$ cat src/rtl/pps_pkg.sv
// Shared types and constants for the PPS generator.
// Latency: n/a (package only).
// Backpressure: n/a (package only).
//
// Contents: FSM state encoding and the minimum legal period length.
package pps_pkg;

  // Generator states. IDLE is the reset/disabled state.
  typedef enum logic [1:0] {
    IDLE = 2'd0,
    HIGH = 2'd1,
    LOW  = 2'd2
  } pps_state_t;

  // A period needs at least one high and one low cycle to be meaningful.
  localparam int MIN_PERIOD = 2;

endpackage

$ cat src/rtl/pps_edge_sync.sv
// Two-flop synchronizer followed by a registered rising-edge detector.
// Latency: 3 clk cycles from an async_in rising edge to the rise strobe.
// Backpressure: none; rise is a one-cycle strobe that is never held.
//
// Ports:
//   clk      - rising-edge clock
//   rst_n    - asynchronous active-low reset, clears all flops
//   async_in - asynchronous input level
//   rise     - one-cycle strobe on each synchronized rising edge
module pps_edge_sync (
  input  logic clk,
  input  logic rst_n,
  input  logic async_in,
  output logic rise
);

  logic meta;
  logic sync;
  logic sync_d;

  always_ff @(posedge clk or negedge rst_n) begin
    if (!rst_n) begin
      meta   <= 1'b0;
      sync   <= 1'b0;
      sync_d <= 1'b0;
      rise   <= 1'b0;
    end else begin
      meta   <= async_in;
      sync   <= meta;
      sync_d <= sync;
      // Registered so that the strobe itself is glitch-free and lands
      // a fixed three cycles after the input edge.
      rise   <= sync & ~sync_d;
    end
  end

endmodule

$ cat src/rtl/pps_generator.sv
// Programmable pulse-per-second generator with optional external re-phasing.
// Latency: all outputs registered, 1 cycle after the sampled inputs; ext_pps 3 cycles to ext_rise.
// Backpressure: none; free-running once enabled, enable=0 returns to idle.
//
// Ports:
//   clk, rst_n  - rising-edge clock, asynchronous active-low reset
//   enable      - 1 runs the generator, 0 forces IDLE
//   period_cfg  - clk cycles per period (values below 2 behave as 2)
//   width_cfg   - pps_out high time in cycles (clamped to period-1)
//   align_en    - allow ext_pps rising edges to restart the period
//   ext_pps     - asynchronous external reference pulse
//   pps_out     - generated PPS level
//   pps_tick    - one-cycle strobe at every period start
//   sec_count   - periods started since enable (wraps silently)
//   phase       - cycle index within the current period
module pps_generator
  import pps_pkg::*;
#(
  parameter int COUNT_WIDTH = 32,
  parameter int SEC_WIDTH   = 32
) (
  input  logic                   clk,
  input  logic                   rst_n,
  input  logic                   enable,
  input  logic [COUNT_WIDTH-1:0] period_cfg,
  input  logic [COUNT_WIDTH-1:0] width_cfg,
  input  logic                   align_en,
  input  logic                   ext_pps,
  output logic                   pps_out,
  output logic                   pps_tick,
  output logic [SEC_WIDTH-1:0]   sec_count,
  output logic [COUNT_WIDTH-1:0] phase
);

  localparam logic [COUNT_WIDTH-1:0] ONE   = COUNT_WIDTH'(1);
  localparam logic [COUNT_WIDTH-1:0] MIN_P = COUNT_WIDTH'(MIN_PERIOD);
  localparam logic [SEC_WIDTH-1:0]   SEC_1 = SEC_WIDTH'(1);

  pps_state_t             state;
  logic [COUNT_WIDTH-1:0] shadow_period;
  logic [COUNT_WIDTH-1:0] shadow_width;
  logic                   ext_rise;

  logic [COUNT_WIDTH-1:0] eff_period;
  logic [COUNT_WIDTH-1:0] eff_width;
  logic [COUNT_WIDTH-1:0] new_period;
  logic [COUNT_WIDTH-1:0] new_width;
  logic [COUNT_WIDTH-1:0] phase_inc;
  logic                   period_end;
  logic                   period_start;

  function automatic logic [COUNT_WIDTH-1:0] clamp_period(input logic [COUNT_WIDTH-1:0] p);
    return (p < MIN_P) ? MIN_P : p;
  endfunction

  // Width can never cover the whole period, so there is always a low cycle.
  function automatic logic [COUNT_WIDTH-1:0] clamp_width(input logic [COUNT_WIDTH-1:0] w,
                                                         input logic [COUNT_WIDTH-1:0] p);
    return (w > p - ONE) ? (p - ONE) : w;
  endfunction

  pps_edge_sync u_ext_sync (
    .clk      (clk),
    .rst_n    (rst_n),
    .async_in (ext_pps),
    .rise     (ext_rise)
  );

  always_comb begin
    // Running values come from the shadows; the values for a new period
    // come straight from the cfg inputs because the shadows reload on
    // the same edge.
    eff_period   = clamp_period(shadow_period);
    eff_width    = clamp_width(shadow_width, eff_period);
    new_period   = clamp_period(period_cfg);
    new_width    = clamp_width(width_cfg, new_period);
    phase_inc    = phase + ONE;
    period_end   = (phase >= eff_period - ONE);
    // An alignment edge on the last cycle merges with the natural wrap.
    period_start = (state == IDLE) || period_end || (align_en && ext_rise);
  end

  always_ff @(posedge clk or negedge rst_n) begin
    if (!rst_n) begin
      state         <= IDLE;
      shadow_period <= '0;
      shadow_width  <= '0;
      phase         <= '0;
      sec_count     <= '0;
      pps_tick      <= 1'b0;
      pps_out       <= 1'b0;
    end else if (!enable) begin
      state     <= IDLE;
      phase     <= '0;
      sec_count <= '0;
      pps_tick  <= 1'b0;
      pps_out   <= 1'b0;
    end else if (period_start) begin
      shadow_period <= period_cfg;
      shadow_width  <= width_cfg;
      phase         <= '0;
      pps_tick      <= 1'b1;
      sec_count     <= (state == IDLE) ? SEC_1 : sec_count + SEC_1;
      // Zero width skips HIGH entirely.
      state         <= (new_width != '0) ? HIGH : LOW;
      pps_out       <= (new_width != '0);
    end else begin
      phase    <= phase_inc;
      pps_tick <= 1'b0;
      state    <= (phase_inc < eff_width) ? HIGH : LOW;
      pps_out  <= (phase_inc < eff_width);
    end
  end

endmodule

$ cat config.mk
export PLATFORM = sky130hd
export DESIGN_NAME = pps_generator
export DESIGN_NICKNAME = d
export VERILOG_FILES = /design/src/rtl/pps_pkg.sv /design/src/rtl/pps_edge_sync.sv /design/src/rtl/pps_generator.sv
export SDC_FILE = /design/constraint.sdc
export NUM_CORES = 1
export LEC_CHECK = 0
export CAP_MARGIN = 20
export CORE_MARGIN = 3
export CORE_UTILIZATION = 45
export CTS_BUF_LIST = sky130_fd_sc_hd__clkbuf_8
export CTS_CLUSTER_DIAMETER = 50
export CTS_CLUSTER_SIZE = 30
export DETAILED_ROUTE_END_ITERATION = 16
export PLACE_DENSITY_LB_ADDON = 0.1
export SYNTH_ARGS = -nofsm -noshare
export SYNTH_HDL_FRONTEND = slang
export SYNTH_SLANG_ARGS = --single-unit
$ cat constraint.sdc
create_clock -name clk -period 7.7 [get_ports clk]
set_input_delay 2.31 -clock clk [delete_from_list [all_inputs] [get_ports clk]]
set_output_delay 2.31 -clock clk [all_outputs]
set_load 0.01 [all_outputs]
==> flow_metrics.py, run 1 <==
metrics = {
    "status": {
        "status": "finished clean",
    },
    "yosys": {
        "synth_top_family_by_area": "simple AND/OR/NAND/NOR gates",
        "synthesis.yosys.warnings": 0,
        "synth_top_flop_cell": "dfrtp_1",
        "synth_top_area_share": 0.312,
        "synth_common_cells": "dfrtp_1 (135), ha_1 (127), nand2_1 (107)",
        "synthMuxAreaShare": 0.0686,
        "avgSynthCellArea_um2": 9.03,
        "synth_area_leader_cell": "dfrtp_1",
        "async_flop_share": 1.00,
        "synth-xor-area-share": 0.0685,
        "yosys.area_share.adder": 0.148,
        "synth_cell_types": 75,
        "synth_area_leaders": "dfrtp_1 (31%), ha_1 (15%), mux2_2 (6.1%), xnor2_1 (4.3%), nand2_1 (3.7%)",
        "ys_seq_elements": 135,
        "syn-num-nets": 1393,
        "synth_compound_area_frac": 0.138,
        "synth-simple-area-share": 0.234,
        "yosysSeqAreaShare": 0.312,
        "synthCells": 1197,
        "synthMostInstantiatedCell": "dfrtp_1",
        "synth_edf_count": 0,
        "syn_area_um2": 10800,
    },
    "placement": {
        "dpl.hpwl_um": 24900,
        "dpl-instance-area_um2": 13000,
        "gp_congestion": 0.922,
        "port-buffer-count": 134,
    },
    "clock_tree": {
        "cts_root_buffer": "clkbuf_8",
        "clkTransAtPathRegs_ns": 0.09,
        "htreeDepth": 4,
        "clock_latency_ns": 0.44,
        "cts_inserted_buffers": 17,
        "cts_sinks": 135,
        "cts_tree": "done",
        "clock_path_buffers": 2,
    },
    "global_routing": {
        "track_usage": 0.245,
        "grt_overflow": 0,
        "grt_max_degree": 97,
        "grt_antenna_before_repair": 0,
        "grt_pass1_wl_um": 51400,
        "grt_pass1_vias": 9825,
    },
    "timing": {
        "setup_tns_ns": 0,
        "max_freq_mhz": 137,
        "fin_crit_ns": 7.29,
        "worst_pin_slew_ns": 0.988,
        "finClkSkew_ns": 0.0187,
        "hold_viol": 0,
        "relSlewSlack": 0.341,
        "report.final.slew_viol_count": 0,
        "setup_viol": 0,
        "rsz0062_at_grt": "no",
        "min_period_over_period": 0.947,
    },
    "pwr": {
        "intPower_w": 0.00215,
        "p_leak_nw": 5.79,
        "clockPowerShare": 0.173,
        "sw_frac_of_total": 0.413,
        "power.density_nw_per_um2": 272,
        "power_switching_w": 0.00151,
        "sequentialPowerShare": 0.293,
        "comb_power_share": 0.534,
        "max-vdd-ir-drop_uv": 125,
    },
    "critical_path": {
        "crit_family": "simple AND/OR/NAND/NOR gates",
        "crit_required_ns": 8.03,
        "endpoint_kind": "flop",
        "crit_buf_inv": 2,
        "cp.arrival_ns": 7.62,
        "cp_max_fo": 4,
        "path_class": "in2reg",
        "slowest_delay_ns": 0.55,
        "cp_slowest_cell": "or4_1",
        "startpoint_type": "input port",
        "crit_chain": "clkdlybuf4s50_1 -> or4_1 -> or4_1 -> or4_1 -> nand2_1 -> ha_1 -> nor4b_2 -> nand3_1 -> nor2_2 -> nand3_1 -> nor3_1 -> xnor2_1 -> ha_1 -> a21o_1 -> a21o_1 -> a221oi_2 -> and4_1 -> o21ai_0 -> o21ai_0 -> mux2i_1 -> buf_4 -> nor3_1 -> a211o_1",
        "crit_top_cell": "or4_1",
    },
    "drt": {
        "viasPerCell": 5.70,
        "drt_iter0_drc": 608,
        "vias": 9852,
        "drc": 0,
        "finalWirelength_um": 31300,
        "wl_per_cell_um": 18.1,
        "antenna_left": 0,
        "drtPass1Iterations": 5,
    },
    "cells_and_area": {
        "fill_cells": 2171,
        "fin_area_um2": 13500,
        "antenna_cells": 0,
        "final_core_util": 0.573,
        "drive_gt1_frac": 0.144,
        "area_delta_synth_final_pct": 24.7,
        "nNetsFinal": 1591,
    },
    "floorplanning": {
        "die_area_um2": 25900,
        "rows": 56,
        "ios": 135,
        "die_y_um": 161,
        "die_w_um": 161,
        "initial_core_util": 0.459,
        "coreArea_um2": 23500,
    },
    "run": {
        "maxCapViolCount": 0,
    },
    "min_path": {
        "hold_class": "reg2reg",
    },
}
## per-stage QoR
stage / setup slack, ns / hold slack (ns) / total power, W / cells
floorplan: 0.213 / 0.331 / 0.00236 / 1197
global placement: -0.0506 / 0.334 / 0.00298 / 1694
detailed placement: -0.193 / 0.338 / 0.00302 / 1694
CTS: 0.282 / 0.359 / 0.00366 / 1726
global route: 0.0327 / 0.365 / 0.00398 / 1727
finish: 0.409 / 0.356 / 0.00366 / 1727
## routing by layer
layer	track usage	up-vias	routed length (µm)
li1	-	4857	-
met1	0.343	4685	15100
met2	0.388	257	14100
met3	0.0308	53	1200
met4	0.0907	0	951
met5	0	-	0
## registers in the layout, indices dropped and copies added, names as in the netlist
| name | flops |
|---|---|
| shadow_period | 32 |
| u_ext_sync.meta | 1 |
| pps_tick | 1 |
| u_ext_sync.sync_d | 1 |
| phase | 32 |
| sec_count | 32 |
| u_ext_sync.sync | 1 |
| shadow_width | 32 |
| state | 2 |
| u_ext_sync.rise | 1 |
## kinds of logic (layout without fill, tap and decap cells)
kind of cell | after synthesis | count (layout)
buf+inv | 80 | 291
xor+xnor | 83 | 83
compound gates | 231 | 231
fa+ha+maj | 128 | 128
flops | 135 | 135
mux | 66 | 66
simple gates | 474 | 474
## cell usage in the layout (no fill, tap or decap), types with 20 or more instances in the layout
| cell | instances |
|---|---|
| xnor2_1 | 53 |
| and2_1 | 38 |
| nand3_1 | 39 |
| nor4_1 | 32 |
| nand2_1 | 106 |
| nor3_1 | 37 |
| dfrtp_1 | 135 |
| nand4_1 | 34 |
| inv_1 | 43 |
| clkdlybuf4s50_1 | 133 |
| o21ai_0 | 74 |
| mux2_2 | 59 |
| ha_1 | 127 |
| buf_4 | 82 |
| xor2_1 | 29 |
| or4_1 | 20 |
| a21oi_1 | 53 |
| nor2_1 | 78 |
## final cells by class
type	instances	area, µm²	share of cell area
Multi-Input combinational cell	982	7160	0.531
Timing Repair Buffer	217	1980	0.147
Sequential cell	135	3380	0.251
Inverter	42	158	0.0117
Tap cell	319	399	0.0296
Clock inverter	15	176	0.0131
Clock buffer	17	234	0.0174
## repair_timing
| item | CTS | global route |
|---|---|---|
| endpoints found under the setup margin | 0 | 2 |
| hold buffers | 0 | 0 |
| setup buffers | 0 | 0 |
| resized for setup | 0 | 9 |
## worst register-to-register path, delay by kind of cell (launching register included)
| family | cells | cell delay [ns] |
|---|---|---|
| adders and majority gates | 3 | 0.69 |
| buffers and inverters | 6 | 0.97 |
| DFF | 1 | 0.38 |
| xor gates and xnor gates | 1 | 0.28 |
| AOI/OAI and AO/OA | 8 | 1.45 |
| muxes | 1 | 0.35 |
| and+or+nand+nor | 11 | 2.97 |
## power groups by stage
stage,Clock (W),Combinational [W],Sequential (W)
3_5_place_dp,0,0.00194,0.00108
6_report,0.000634,0.00195,0.00107
3_3_place_gp,0,0.00190,0.00108
2_1_floorplan,0,0.00133,0.00103
4_1_cts,0.000644,0.00195,0.00107
5_1_grt,0.000675,0.00220,0.00110
## worst paths after layout
kind | startpoint | endpoint | slack (ns) | depth (start not counted)
max | period_cfg[16] | state[1] | 0.41 | 23
min | u_ext_sync.meta | u_ext_sync.sync | 0.36 | 0
max reg2reg | shadow_period[24] | state[1] | 0.49 | 30
min reg2reg | u_ext_sync.meta | u_ext_sync.sync | 0.36 | 0
max in group asynchronous | rst_n | phase[22] | 4.66 | 2
min in group asynchronous | rst_n | phase[1] | 1.95 | 1
No activity file was read; power rests on OpenSTA's default activity.
==> inputs of run 2 (changes only) <==
--- a/config.mk
+++ b/config.mk
@@ -8,7 +8,7 @@
 export CAP_MARGIN = 20
 export CORE_MARGIN = 3
 export CORE_UTILIZATION = 45
-export CTS_BUF_LIST = sky130_fd_sc_hd__clkbuf_8
+export CTS_BUF_LIST = sky130_fd_sc_hd__clkbuf_16
 export CTS_CLUSTER_DIAMETER = 50
 export CTS_CLUSTER_SIZE = 30
 export DETAILED_ROUTE_END_ITERATION = 16
==> run 2 against run 1 <==
  * Sequential share of layout area down 0.35 points
  * Global-route usage is 0.082 points higher
  * Wire length up 0.36%
==> flow_metrics.py, run 2 (synthesis gave the netlist of run 1 again) <==
metrics = {
    "drt": {
        "finalWirelength_um": 31400,
        "wl_per_cell_um": 18.2,
        "drc": 0,
        "drtPass1Iterations": 5,
        "viasPerCell": 5.73,
        "vias": 9899,
        "antenna_left": 0,
        "drt_iter0_drc": 648,
    },
    "cells_and_area": {
        "final_common_cell": "dfrtp_1",
        "antenna_cells": 0,
        "area_delta_synth_final_pct": 26.4,
        "mostFrequentLayoutCells": "dfrtp_1 (135), clkdlybuf4s50_1 (133), ha_1 (127)",
        "fill_cells": 2140,
        "drive_gt1_frac": 0.144,
        "regArea_um2": 3380,
        "nNetsFinal": 1591,
        "layout.cells.non_filler": 1727,
        "multi_input_area_um2": 7160,
    },
    "critical_path": {
        "endpoint_kind": "flop",
        "startpoint": "period_cfg[16]",
        "cp_max_fo": 4,
        "cp.arrival_ns": 7.63,
        "startpoint_type": "input port",
        "crit_required_ns": 8.01,
        "r2r_start": "shadow_period[24]",
        "path_class": "in2reg",
        "rr_worst_depth": 30,
    },
    "global_routing": {
        "grt_max_degree": 97,
        "track_usage": 0.245,
        "grt_overflow": 0,
        "grt_pass1_vias": 9850,
        "grt_pass1_wl_um": 51400,
        "grt_antenna_before_repair": 0,
    },
    "timing": {
        "worst_pin_slew_ns": 0.995,
        "fin_crit_ns": 7.32,
        "setup_viol": 0,
        "max_freq_mhz": 137,
        "fin_ws_ns": 0.381,
        "min_period_over_period": 0.951,
        "setup_tns_ns": 0,
        "report.final.slew_viol_count": 0,
        "finClkSkew_ns": 0.0139,
        "rsz0062_at_grt": "no",
        "relSlewSlack": 0.337,
        "hold_viol": 0,
    },
    "placement": {
        "gp_congestion": 0.922,
        "dpl_worst_slack_ns": -0.193,
        "dpl.cell_count": 1694,
        "port-buffer-count": 134,
        "dpl.hpwl_um": 24900,
    },
    "floorplanning": {
        "die_y_um": 161,
        "coreArea_um2": 23500,
        "ios": 135,
        "die_w_um": 161,
        "rows": 56,
        "die_area_um2": 25900,
        "initial_core_util": 0.459,
    },
    "clock_tree": {
        "cts_tree": "done",
        "cts_inserted_buffers": 17,
        "cts_sinks": 135,
        "htreeDepth": 4,
        "cts_root_buffer": "clkbuf_16",
        "holdBufCountCts": 0,
        "clock_latency_ns": 0.43,
        "clkTransAtPathRegs_ns": 0.06,
        "clock_path_buffers": 2,
    },
    "status": {
        "status": "finished clean",
    },
    "run": {
        "maxCapViolCount": 0,
    },
    "pwr": {
        "power.density_nw_per_um2": 284,
        "power_w": 0.00388,
        "p_leak_nw": 5.88,
        "max-vdd-ir-drop_uv": 135,
    },
    "min_path": {
        "worstHoldPathCells": 0,
        "min_from": "u_ext_sync.meta",
        "hold_class": "reg2reg",
    },
}
[run 2: cell types whose count changed in the layout (fill, tap and decap cells not counted)]
cell,before,now
clkbuf_16,0,17
clkbuf_8,17,0
[run 2: worst max-delay path: stages]
cell,delay (ns)
clkdlybuf4s50_1,0.41
or4_1,0.54
or4_1,0.43
or4_1,0.55
nand2_1,0.12
ha_1,0.18
nor4b_2,0.24
nand3_1,0.18
nor2_2,0.18
nand3_1,0.12
nor3_1,0.18
xnor2_1,0.09
ha_1,0.18
a21o_1,0.18
a21o_1,0.19
a221oi_2,0.31
and4_1,0.23
o21ai_0,0.07
o21ai_0,0.22
mux2i_1,0.23
buf_4,0.16
nor3_1,0.05
a211o_1,0.28
[run 2: through the flow]
stage / hold WS (ns) / util / instance area, µm²
detailed placement: 0.338 / 0.553 / 13000
CTS: 0.353 / 0.579 / 13600
global placement: 0.334 / 0.553 / 13000
finish: 0.351 / 0.581 / 13700
global route: 0.358 / 0.581 / 13700
floorplan: 0.331 / - / 10800
[run 2: path summary, 6_finish.rpt]
path | slack, ns | endpoint
worst min-delay path | 0.35 | u_ext_sync.sync
worst min register to register | 0.35 | u_ext_sync.sync
worst max register to register | 0.47 | state[1]
max in group asynchronous | 4.66 | phase[22]
min in group asynchronous | 1.95 | phase[1]
worst max-delay path | 0.38 | state[1]
[run 2: final cells by class]
cell class,count,share of cell area
clock buffers,17,0.0311
inverters,42,0.0115
flip-flops and latches,135,0.247
multi-input cells,982,0.524
well taps,319,0.0292
clock inverters,15,0.0129
repair buffers,217,0.145
[run 2: report_power, final]
group          internal (W)  leakage [nW]  switching (W)
clock network      0.000511         0.284       0.000338
registers          0.000889          1.75       0.000188
logic              0.000940          3.85        0.00101
[run 2: metal layers]
metal,vias up,track usage,wire length [µm]
li1,4867,-,-
met1,4701,0.345,15100
met2,265,0.387,14000
met3,66,0.0280,1170
met4,0,0.0993,1070
met5,-,0,0
[run 2: repair_timing]
action	4_1_cts	5_1_grt
resized for setup	0	9
setup endpoints to repair	0	2
buffers inserted	0	0
==> inputs of run 3 (changes only) <==
==> constraint.sdc (replaced) <==
create_clock -name clk -period 7.7 [get_ports clk]
set_input_delay 1.155 -clock clk [delete_from_list [all_inputs] [get_ports clk]]
set_output_delay 1.155 -clock clk [all_outputs]
set_load 0.01 [all_outputs]
==> run 3 against run 2 <==
  * Hold slack improved by 0.0018 ns
  * Clock skew fell by 0.0056 ns
  * Wire length is 2.1% higher
  * Sequential power about the same
  * Cell area is 2.4% lower
  * Critical path depth grew 7
  * Final cell count is 3.2% lower
  * Clock power is 4.1% lower
  * Fmax rose by 0.58%
  * Global-route usage increased by 0.12 points
  * First-iteration DRC count decreased by 11%
  * Total power shrank 1.1%
  * Critical endpoint unchanged
==> flow_metrics.py, run 3 (synthesis gave the netlist of run 1 again) <==
metrics = {
    "timing": {
        "min_period_over_period": 0.945,
        "max_freq_mhz": 137,
        "hold_slack_ns": 0.352,
        "fin_crit_ns": 7.28,
        "report.final.slew_viol_count": 0,
        "fin_ws_ns": 0.423,
        "worst_pin_slew_ns": 0.919,
        "hold_viol": 0,
        "setup_viol": 0,
        "rsz0062_at_grt": "no",
        "relSlewSlack": 0.380,
        "finClkSkew_ns": 0.00829,
    },
    "pwr": {
        "max-vdd-ir-drop_uv": 168,
        "sequentialPowerShare": 0.290,
        "sw_frac_of_total": 0.414,
        "clockPowerShare": 0.212,
        "p_leak_nw": 5.64,
        "power_w": 0.00384,
        "intPower_w": 0.00225,
        "comb_power_share": 0.498,
        "power.density_nw_per_um2": 287,
        "power_switching_w": 0.00159,
    },
    "clock_tree": {
        "clock_latency_ns": 0.43,
        "clock_path_buffers": 2,
        "cts_inserted_buffers": 17,
        "cts_tree": "done",
        "cts_sinks": 135,
        "holdBufCountCts": 0,
        "cts_root_buffer": "clkbuf_16",
        "htreeDepth": 4,
        "clkTransAtPathRegs_ns": 0.06,
    },
    "critical_path": {
        "endpoint_kind": "flop",
        "startpoint_type": "flop",
        "path_class": "reg2reg",
        "slowest_delay_ns": 0.57,
        "crit_required_ns": 8.01,
        "cp.arrival_ns": 7.59,
        "cp_max_fo": 17,
        "cp_slowest_cell": "or4_4",
    },
    "status": {
        "status": "finished clean",
    },
    "cells_and_area": {
        "multi_input_area_um2": 7240,
        "mostFrequentLayoutCells": "dfrtp_1 (134), clkdlybuf4s50_1 (133), ha_1 (126)",
        "area_delta_synth_final_pct": 23.5,
        "regArea_um2": 3380,
        "fin_area_um2": 13400,
        "antenna_cells": 0,
        "layout.cells.non_filler": 1672,
        "fill_cells": 2157,
        "drive_gt1_frac": 0.116,
        "final_common_cell": "dfrtp_1",
        "nNetsFinal": 1536,
    },
    "placement": {
        "gp_congestion": 0.961,
        "dpl.hpwl_um": 24700,
        "dpl.cell_count": 1636,
        "dpl-instance-area_um2": 12600,
        "port-buffer-count": 134,
        "dpl_worst_slack_ns": -0.0367,
    },
    "drt": {
        "drtPass1Iterations": 5,
        "wl_per_cell_um": 19.2,
        "vias": 9758,
        "drt_iter0_drc": 574,
        "antenna_left": 0,
        "drc": 0,
        "viasPerCell": 5.84,
        "finalWirelength_um": 32100,
    },
    "floorplanning": {
        "initial_core_util": 0.459,
        "ios": 135,
        "die_w_um": 161,
        "die_area_um2": 25900,
        "rows": 56,
        "coreArea_um2": 23500,
        "die_y_um": 161,
    },
    "global_routing": {
        "grt_overflow": 0,
        "grt_max_degree": 97,
        "grt_pass1_wl_um": 51300,
        "grt_antenna_before_repair": 0,
        "grt_pass1_vias": 9572,
        "track_usage": 0.247,
    },
    "run": {
        "maxCapViolCount": 0,
    },
    "min_path": {
        "hold_class": "reg2reg",
    },
}
-- run 3: layout make-up --
cell class	count	share of cell area
inverter	42	0.0118
sequential	135	0.253
timing repair buffer	162	0.119
clock inverter	15	0.0116
tap	319	0.0299
multi-input combinational	982	0.542
clock buffer	17	0.0319
-- run 3: metal layers --
layer	global-route usage	up-vias	part of all wire
li1	-	4758	-
met1	0.345	4651	0.47
met2	0.400	301	0.46
met3	0.0333	48	0.046
met4	0.0727	0	0.024
met5	0	-	0
-- run 3: worst paths after layout --
check                                   from               to  slack (ns)  cells past startpoint
min in group asynchronous              rst_n    sec_count[27]        0.77                      1
min reg2reg                  u_ext_sync.meta  u_ext_sync.sync        0.35                      0
max in group asynchronous              rst_n        phase[29]        5.79                      2
max reg2reg                shadow_period[14]         state[1]        0.42                     30
max                        shadow_period[14]         state[1]        0.42                     30
min                          u_ext_sync.meta  u_ext_sync.sync        0.35                      0
-- run 3: power groups by stage --
| stage | clock (W) | sequential (W) | combinational (W) |
|---|---|---|---|
| 2_1_floorplan | 0 | 0.00103 | 0.00133 |
| 3_5_place_dp | 0 | 0.00110 | 0.00181 |
| 4_1_cts | 0.000828 | 0.00109 | 0.00183 |
| 6_report | 0.000814 | 0.00111 | 0.00191 |
| 3_3_place_gp | 0 | 0.00109 | 0.00178 |
| 5_1_grt | 0.000861 | 0.00114 | 0.00214 |
-- run 3: critical path: cells and delay by family, from the launching register on --
kind | cells | cell delay [ns]
AND/OR/NAND/NOR | 13 | 3.11
XOR/XNOR | 1 | 0.13
multiplexers | 1 | 0.34
adder cells (fa/ha/maj) | 3 | 0.85
AO/OA/AOI/OAI | 10 | 1.98
flip-flops | 1 | 0.44
buffers and inverters | 2 | 0.32
-- run 3: through the flow --
step           setup TNS (ns)  utilization
6_report                    0        0.567
5_1_grt                     0        0.567
4_1_cts                     0        0.560
3_5_place_dp          -0.0367        0.535
3_3_place_gp                0        0.535
2_1_floorplan               0            -
-- run 3: timing repair --
item                                   in CTS  in global routing
buffers inserted                            0                  3
pin swaps                                   0                  7
endpoints found under the hold margin       0                  0
cloned                                      0                  1
setup endpoints to repair                   2                  2
gates resized for setup                     1                 25
